===== config.mk =====
export PLATFORM = sky130hd
export DESIGN_NAME = writeback_stage_flat
export DESIGN_NICKNAME = d
export VERILOG_FILES = /design/src/rtl/writeback_if.sv /design/src/rtl/writeback_stage.sv /design/src/flat_wrapper.sv
export SDC_FILE = /design/constraint.sdc
export NUM_CORES = 1
export LEC_CHECK = 0
export ABC_AREA = 1
export BUFFER_PORTS_ARGS = -buffer_cell sky130_fd_sc_hd__buf_2
export CAP_MARGIN = 20
export CORE_AREA = 2 2 69 71
export CTS_CLUSTER_SIZE = 20
export DETAILED_ROUTE_END_ITERATION = 16
export DIE_AREA = 0 0 71 73
export PLACE_DENSITY = 0.84
export SLEW_MARGIN = 30
export SYNTH_ARGS = -nofsm -noshare
export SYNTH_HDL_FRONTEND = slang
export SYNTH_SLANG_ARGS = --single-unit
export TNS_END_PERCENT = 20

===== constraint.sdc =====
create_clock -name clk -period 4.1 [get_ports clk]
set_clock_uncertainty 0.15 [all_clocks]
set_input_delay 0.615 -clock clk [delete_from_list [all_inputs] [get_ports clk]]
set_output_delay 0.615 -clock clk [all_outputs]
set_load 0.01 [all_outputs]

===== src/rtl/writeback_if.sv =====
// writeback_if: bundles the MEM->WB handshake, hazard controls, Decode read
// addresses, and the register-file write / forwarding outputs of the
// writeback stage.
//   master : MEM stage, hazard unit and Decode (drive inputs, observe results)
//   slave  : writeback_stage
interface writeback_if #(
  parameter int DATA_W = 16,
  parameter int REG_AW = 3
);
  logic              in_valid;
  logic              in_ready;
  logic              reg_write_in;
  logic              mem_to_reg_in;
  logic              reg_dst_in;
  logic [REG_AW-1:0] rt_in;
  logic [REG_AW-1:0] rd_in;
  logic [DATA_W-1:0] alu_result_in;
  logic [DATA_W-1:0] mem_data_in;
  logic              hold;
  logic              flush;
  logic [REG_AW-1:0] src1_addr;
  logic [REG_AW-1:0] src2_addr;
  logic              rf_we;
  logic [REG_AW-1:0] rf_waddr;
  logic [DATA_W-1:0] rf_wdata;
  logic              fwd_hit_1;
  logic              fwd_hit_2;
  logic [DATA_W-1:0] fwd_data;
  logic [15:0]       retired_count;

  modport master (
    output in_valid, reg_write_in, mem_to_reg_in, reg_dst_in, rt_in, rd_in,
           alu_result_in, mem_data_in, hold, flush, src1_addr, src2_addr,
    input  in_ready, rf_we, rf_waddr, rf_wdata, fwd_hit_1, fwd_hit_2,
           fwd_data, retired_count
  );

  modport slave (
    input  in_valid, reg_write_in, mem_to_reg_in, reg_dst_in, rt_in, rd_in,
           alu_result_in, mem_data_in, hold, flush, src1_addr, src2_addr,
    output in_ready, rf_we, rf_waddr, rf_wdata, fwd_hit_1, fwd_hit_2,
           fwd_data, retired_count
  );
endinterface


===== src/rtl/writeback_stage.sv =====
// writeback_stage: final stage of the 16-bit RISC core. Holds one retiring
// instruction in the MEM/WB register, drives the register-file write port,
// forwards the value being written to Decode's two read ports in the same
// cycle, and counts committed instructions.
// Ports:
//   clk, rst : rising-edge clock, synchronous active-high reset
//   bus      : writeback_if.slave (handshake, hazard controls, RF write,
//              forwarding, retired_count)
module writeback_stage #(
  parameter int DATA_W      = 16,
  parameter int REG_AW      = 3,
  parameter bit ZERO_REG_RO = 1'b1
) (
  input  logic        clk,
  input  logic        rst,
  writeback_if.slave  bus
);

  logic              wb_valid;
  logic              we_q;
  logic [REG_AW-1:0] waddr_q;
  logic [DATA_W-1:0] wdata_q;
  logic [15:0]       retired_q;

  logic commit;
  logic capture;
  logic zero_block;

  // Reset also gates commit so an entry caught by reset never writes.
  assign commit     = wb_valid && !bus.hold && !bus.flush && !rst;
  // Flush overrides hold, so the stage always drains the input under flush.
  assign bus.in_ready = !wb_valid || !bus.hold || bus.flush;
  assign capture    = bus.in_valid && bus.in_ready && !bus.flush;
  assign zero_block = ZERO_REG_RO && (waddr_q == '0);

  assign bus.rf_we         = commit && we_q && !zero_block;
  assign bus.rf_waddr      = waddr_q;
  assign bus.rf_wdata      = wdata_q;
  assign bus.fwd_hit_1     = bus.rf_we && (waddr_q == bus.src1_addr);
  assign bus.fwd_hit_2     = bus.rf_we && (waddr_q == bus.src2_addr);
  assign bus.fwd_data      = wdata_q;
  assign bus.retired_count = retired_q;

  always_ff @(posedge clk) begin
    if (rst) begin
      wb_valid  <= 1'b0;
      we_q      <= 1'b0;
      waddr_q   <= '0;
      wdata_q   <= '0;
      retired_q <= '0;
    end else begin
      // Destination and result muxes are resolved here so later input
      // changes cannot disturb the latched entry.
      if (capture) begin
        we_q    <= bus.reg_write_in;
        waddr_q <= bus.reg_dst_in ? bus.rd_in : bus.rt_in;
        wdata_q <= bus.mem_to_reg_in ? bus.mem_data_in : bus.alu_result_in;
      end

      if (bus.flush)   wb_valid <= 1'b0;
      else if (capture) wb_valid <= 1'b1;
      else if (commit)  wb_valid <= 1'b0;

      if (commit) retired_q <= retired_q + 16'd1;
    end
  end

endmodule


===== src/flat_wrapper.sv =====
// flat-port wrapper written by rule: the top's interface ports become plain ports
module writeback_stage_flat 
#(
  parameter int DATA_W      = 16,
  parameter int REG_AW      = 3,
  parameter bit ZERO_REG_RO = 1'b1
)
  (clk, rst, bus_in_valid, bus_reg_write_in, bus_mem_to_reg_in, bus_reg_dst_in, bus_rt_in, bus_rd_in, bus_alu_result_in, bus_mem_data_in, bus_hold, bus_flush, bus_src1_addr, bus_src2_addr, bus_in_ready, bus_rf_we, bus_rf_waddr, bus_rf_wdata, bus_fwd_hit_1, bus_fwd_hit_2, bus_fwd_data, bus_retired_count);
  writeback_if #(.DATA_W(DATA_W), .REG_AW(REG_AW)) bus_i ();
  input  logic clk;
  input  logic rst;
  input wire logic [$bits(bus_i.in_valid)-1:0] bus_in_valid;
  input wire logic [$bits(bus_i.reg_write_in)-1:0] bus_reg_write_in;
  input wire logic [$bits(bus_i.mem_to_reg_in)-1:0] bus_mem_to_reg_in;
  input wire logic [$bits(bus_i.reg_dst_in)-1:0] bus_reg_dst_in;
  input wire logic [$bits(bus_i.rt_in)-1:0] bus_rt_in;
  input wire logic [$bits(bus_i.rd_in)-1:0] bus_rd_in;
  input wire logic [$bits(bus_i.alu_result_in)-1:0] bus_alu_result_in;
  input wire logic [$bits(bus_i.mem_data_in)-1:0] bus_mem_data_in;
  input wire logic [$bits(bus_i.hold)-1:0] bus_hold;
  input wire logic [$bits(bus_i.flush)-1:0] bus_flush;
  input wire logic [$bits(bus_i.src1_addr)-1:0] bus_src1_addr;
  input wire logic [$bits(bus_i.src2_addr)-1:0] bus_src2_addr;
  output wire logic [$bits(bus_i.in_ready)-1:0] bus_in_ready;
  output wire logic [$bits(bus_i.rf_we)-1:0] bus_rf_we;
  output wire logic [$bits(bus_i.rf_waddr)-1:0] bus_rf_waddr;
  output wire logic [$bits(bus_i.rf_wdata)-1:0] bus_rf_wdata;
  output wire logic [$bits(bus_i.fwd_hit_1)-1:0] bus_fwd_hit_1;
  output wire logic [$bits(bus_i.fwd_hit_2)-1:0] bus_fwd_hit_2;
  output wire logic [$bits(bus_i.fwd_data)-1:0] bus_fwd_data;
  output wire logic [$bits(bus_i.retired_count)-1:0] bus_retired_count;
  assign bus_i.in_valid = bus_in_valid;
  assign bus_i.reg_write_in = bus_reg_write_in;
  assign bus_i.mem_to_reg_in = bus_mem_to_reg_in;
  assign bus_i.reg_dst_in = bus_reg_dst_in;
  assign bus_i.rt_in = bus_rt_in;
  assign bus_i.rd_in = bus_rd_in;
  assign bus_i.alu_result_in = bus_alu_result_in;
  assign bus_i.mem_data_in = bus_mem_data_in;
  assign bus_i.hold = bus_hold;
  assign bus_i.flush = bus_flush;
  assign bus_i.src1_addr = bus_src1_addr;
  assign bus_i.src2_addr = bus_src2_addr;
  assign bus_in_ready = bus_i.in_ready;
  assign bus_rf_we = bus_i.rf_we;
  assign bus_rf_waddr = bus_i.rf_waddr;
  assign bus_rf_wdata = bus_i.rf_wdata;
  assign bus_fwd_hit_1 = bus_i.fwd_hit_1;
  assign bus_fwd_hit_2 = bus_i.fwd_hit_2;
  assign bus_fwd_data = bus_i.fwd_data;
  assign bus_retired_count = bus_i.retired_count;
  writeback_stage #(.DATA_W(DATA_W), .REG_AW(REG_AW), .ZERO_REG_RO(ZERO_REG_RO)) u_core (.clk(clk), .rst(rst), .bus(bus_i));
endmodule

==> flow_summary.ini <==
[floorplanning]
design.die.area_sq_um = 5180
start_util_pct = 46.8
io_pins = 107
fp.dieW_um = 71
core_sq_um = 4540
die_h_um = 73
num_rows = 25

[clock_network]
cts_hold_buf = 0
postCtsResizedCells = 0
clock_latency_ns = 0.28
cts_tree = built
cts_setup_buffers = 0
cts-root-buf = clkbuf_8
numClockSinks = 37
cts_buffers = 5
path_clk_slew_ns = 0.07
htreeDepth = 2
clock_path_buffers = 2

[sta]
slew_headroom_pct = 68.3
finalMaxSlewViolations = 0
rsz0062_at_grt = false
finalCritPeriodShare_pct = 63.1
setup_tns_ns = 0
worst_slack_ns = 1.51
min_period_ns = 2.59
fmax_mhz = 387
setup-violations-final = 0
worstMarginPinSlew_ns = 0.475
hold_viol_final = 0

[yosys]
ys.flop_type = dfxtp_1
ys_warn_count = 0
syn_avg_cell_area_sq_um = 6.89
async_reset_ff_share_pct = 0
synthDistinctLibCells = 26
synth_area_sq_um = 2120
synth-edff-count = 0
yosys-top-cells-count = a21oi_1, nor2_1, inv_1
ys_seq_elements = 37
synth.most_common_cell = a21oi_1
ys_seq_area_share_pct = 34.9
synth.area.top_cells = dfxtp_1, a21oi_1, nor2_1, inv_1, nand2_1
synth_top_area_share_pct = 34.9
synth.largest_area_cell = dfxtp_1
syn_nets = 361
synthCells = 308

[final_layout]
nets = 447
fillers = 426
fin_cells = 449
drive_above_1_share_pct = 34.4
antennaDiodeCount = 0
final_area_sq_um = 2640
areaGrowthSynthToFinish_pct = 24.4
regArea_sq_um = 741
multiInputGateArea_sq_um = 1010

[worst_setup_path]
crit_path_end_kind = primary output
crit_fanout = 30
critPathMaxStageDelay_ns = 0.24
crit_chain = buf_2 -> clkinv_4 -> nand2_4 -> nor2_8 -> nand2_1 -> nor4_1 -> buf_2
crit_required_ns = 3.34
cp_top_family = simple AND/OR/NAND/NOR gates
crit_path_start_kind = input port
path_common_cell = buf_2
critPathSlowestCell = nor4_1
critPathKind = in2out
critical_path_arrival_ns = 1.82
cp.buffers_inverters = 3

[detailed_routing]
drtAntennaViolNets = 0
drt-initial-drc-count = 98
wl_um = 4620
via_per_inst = 4.74
drc = 0
vias = 2127
dr.pass1.iters = 4
detail_route.wl_per_cell_um = 10.3

[power_and_ir_drop]
leakage_nw = 1.41
peakVddDrop_mv = 0.148
p_per_area_nw_per_um2 = 311

[placed_design]
dp.cells = 441
dp_worst_setup_slack_ns = 1.55
placed_area_sq_um = 2520
dp_hpwl_um = 3560
place_congestion = 0.848
port_buffers = 106

[global_route]
grt_antenna_before_repair = 0
grt_overflow_total = 0
grt_max_degree = 39
grt_use_total_pct = 18.6
grt_pass1_vias = 1776
grt_pass1_wl_um = 7690

[job]
max-cap-violations = 0

[min_path]
min_path_type = reg2reg

[run_status]
status = completed
per-stage QoR:
step                util, %  hold WS [ns]  total power, mW
finish                 58.2         0.308            0.821
global route           58.2         0.352            0.863
CTS                    58.2         0.313            0.835
detailed placement     55.6         0.302            0.510
global placement       55.6         0.293            0.509
floorplan                 -         0.280            0.474
layer usage:
layer	up-vias	routed length [um]	track usage, %	part of all wire (%)
met5	-	0	0	0
met4	0	61	6.50	1.3
met3	7	364	5.80	7.9
met2	88	2200	31.9	48
met1	896	2000	22.0	43
li1	1136	-	-	-
area by class of cell:
type                            instances  area share (%)
Clock buffer                            7            3.27
Clock inverter                          1            1.14
Inverter                               45            6.59
Multi-Input combinational cell        199            38.3
Sequential cell                        37            28.1
Tap cell                               54            2.56
Timing Repair Buffer                  106            20.1
path summary, 6_finish.rpt:
kind | start | to | slack (ns) | cells past startpoint
min | u_core.we_q | u_core.we_q | 0.31 | 2
min reg2reg | u_core.we_q | u_core.we_q | 0.31 | 2
max reg2reg | u_core.bus.retired_count[0] | u_core.bus.retired_count[10] | 2.53 | 8
max | rst | bus_fwd_hit_2 | 1.51 | 7
flip-flops by register name (all words and copies together), names as in the netlist:
name                      flops
u_core.bus.fwd_data          16
u_core.wb_valid               1
u_core.we_q                   1
u_core.bus.rf_waddr           3
u_core.bus.retired_count     16
cell usage in the layout (no fill, tap or decap):
master / Yosys / final
inv_1: 40 / 40
bufinv_16: 0 / 1
clkbuf_1: 2 / 1
nor2_8: 1 / 1
nor3_1: 7 / 7
dfxtp_1: 37 / 37
clkbuf_8: 0 / 6
nand2_4: 1 / 1
nor2_2: 7 / 7
nand3_4: 1 / 1
o21ai_1: 2 / 2
a21oi_1: 44 / 44
nand2_2: 4 / 4
o21ai_0: 24 / 24
xor2_1: 7 / 7
nor2_4: 2 / 2
nand2_1: 37 / 37
nor2_1: 41 / 41
inv_2: 4 / 4
nand3_1: 12 / 12
nand3_2: 2 / 2
clkinv_4: 1 / 1
nand4_1: 4 / 4
buf_2: 4 / 106
nor4_1: 2 / 2
ha_1: 1 / 1
report_power, final:
| group | switching (mW) | internal [mW] | leakage, nW |
|---|---|---|---|
| Combinational | 0.0640 | 0.0525 | 1.05 |
| Sequential | 0.0120 | 0.374 | 0.302 |
| Clock | 0.121 | 0.198 | 0.0585 |
| Total | 0.197 | 0.624 | 1.41 |
worst reg2reg max path: cells and delay by family, from the launching register on:
family	cells	cell delay, ns
simple gates	7	0.67
fa+ha+maj	1	0.23
flops	1	0.42
logic make-up (layout without fill, tap and decap cells):
| kind of cell | after synthesis | count (layout) | synth area share (%) |
|---|---|---|---|
| compound gates | 70 | 70 | 16.5 |
| xor+xnor | 7 | 7 | 2.89 |
| fa+ha+maj | 1 | 1 | 0.590 |
| buf+inv | 72 | 159 | 17.5 |
| flops | 37 | 37 | 34.9 |
| simple gates | 121 | 121 | 27.6 |
(Power assumes the default switching activity.)
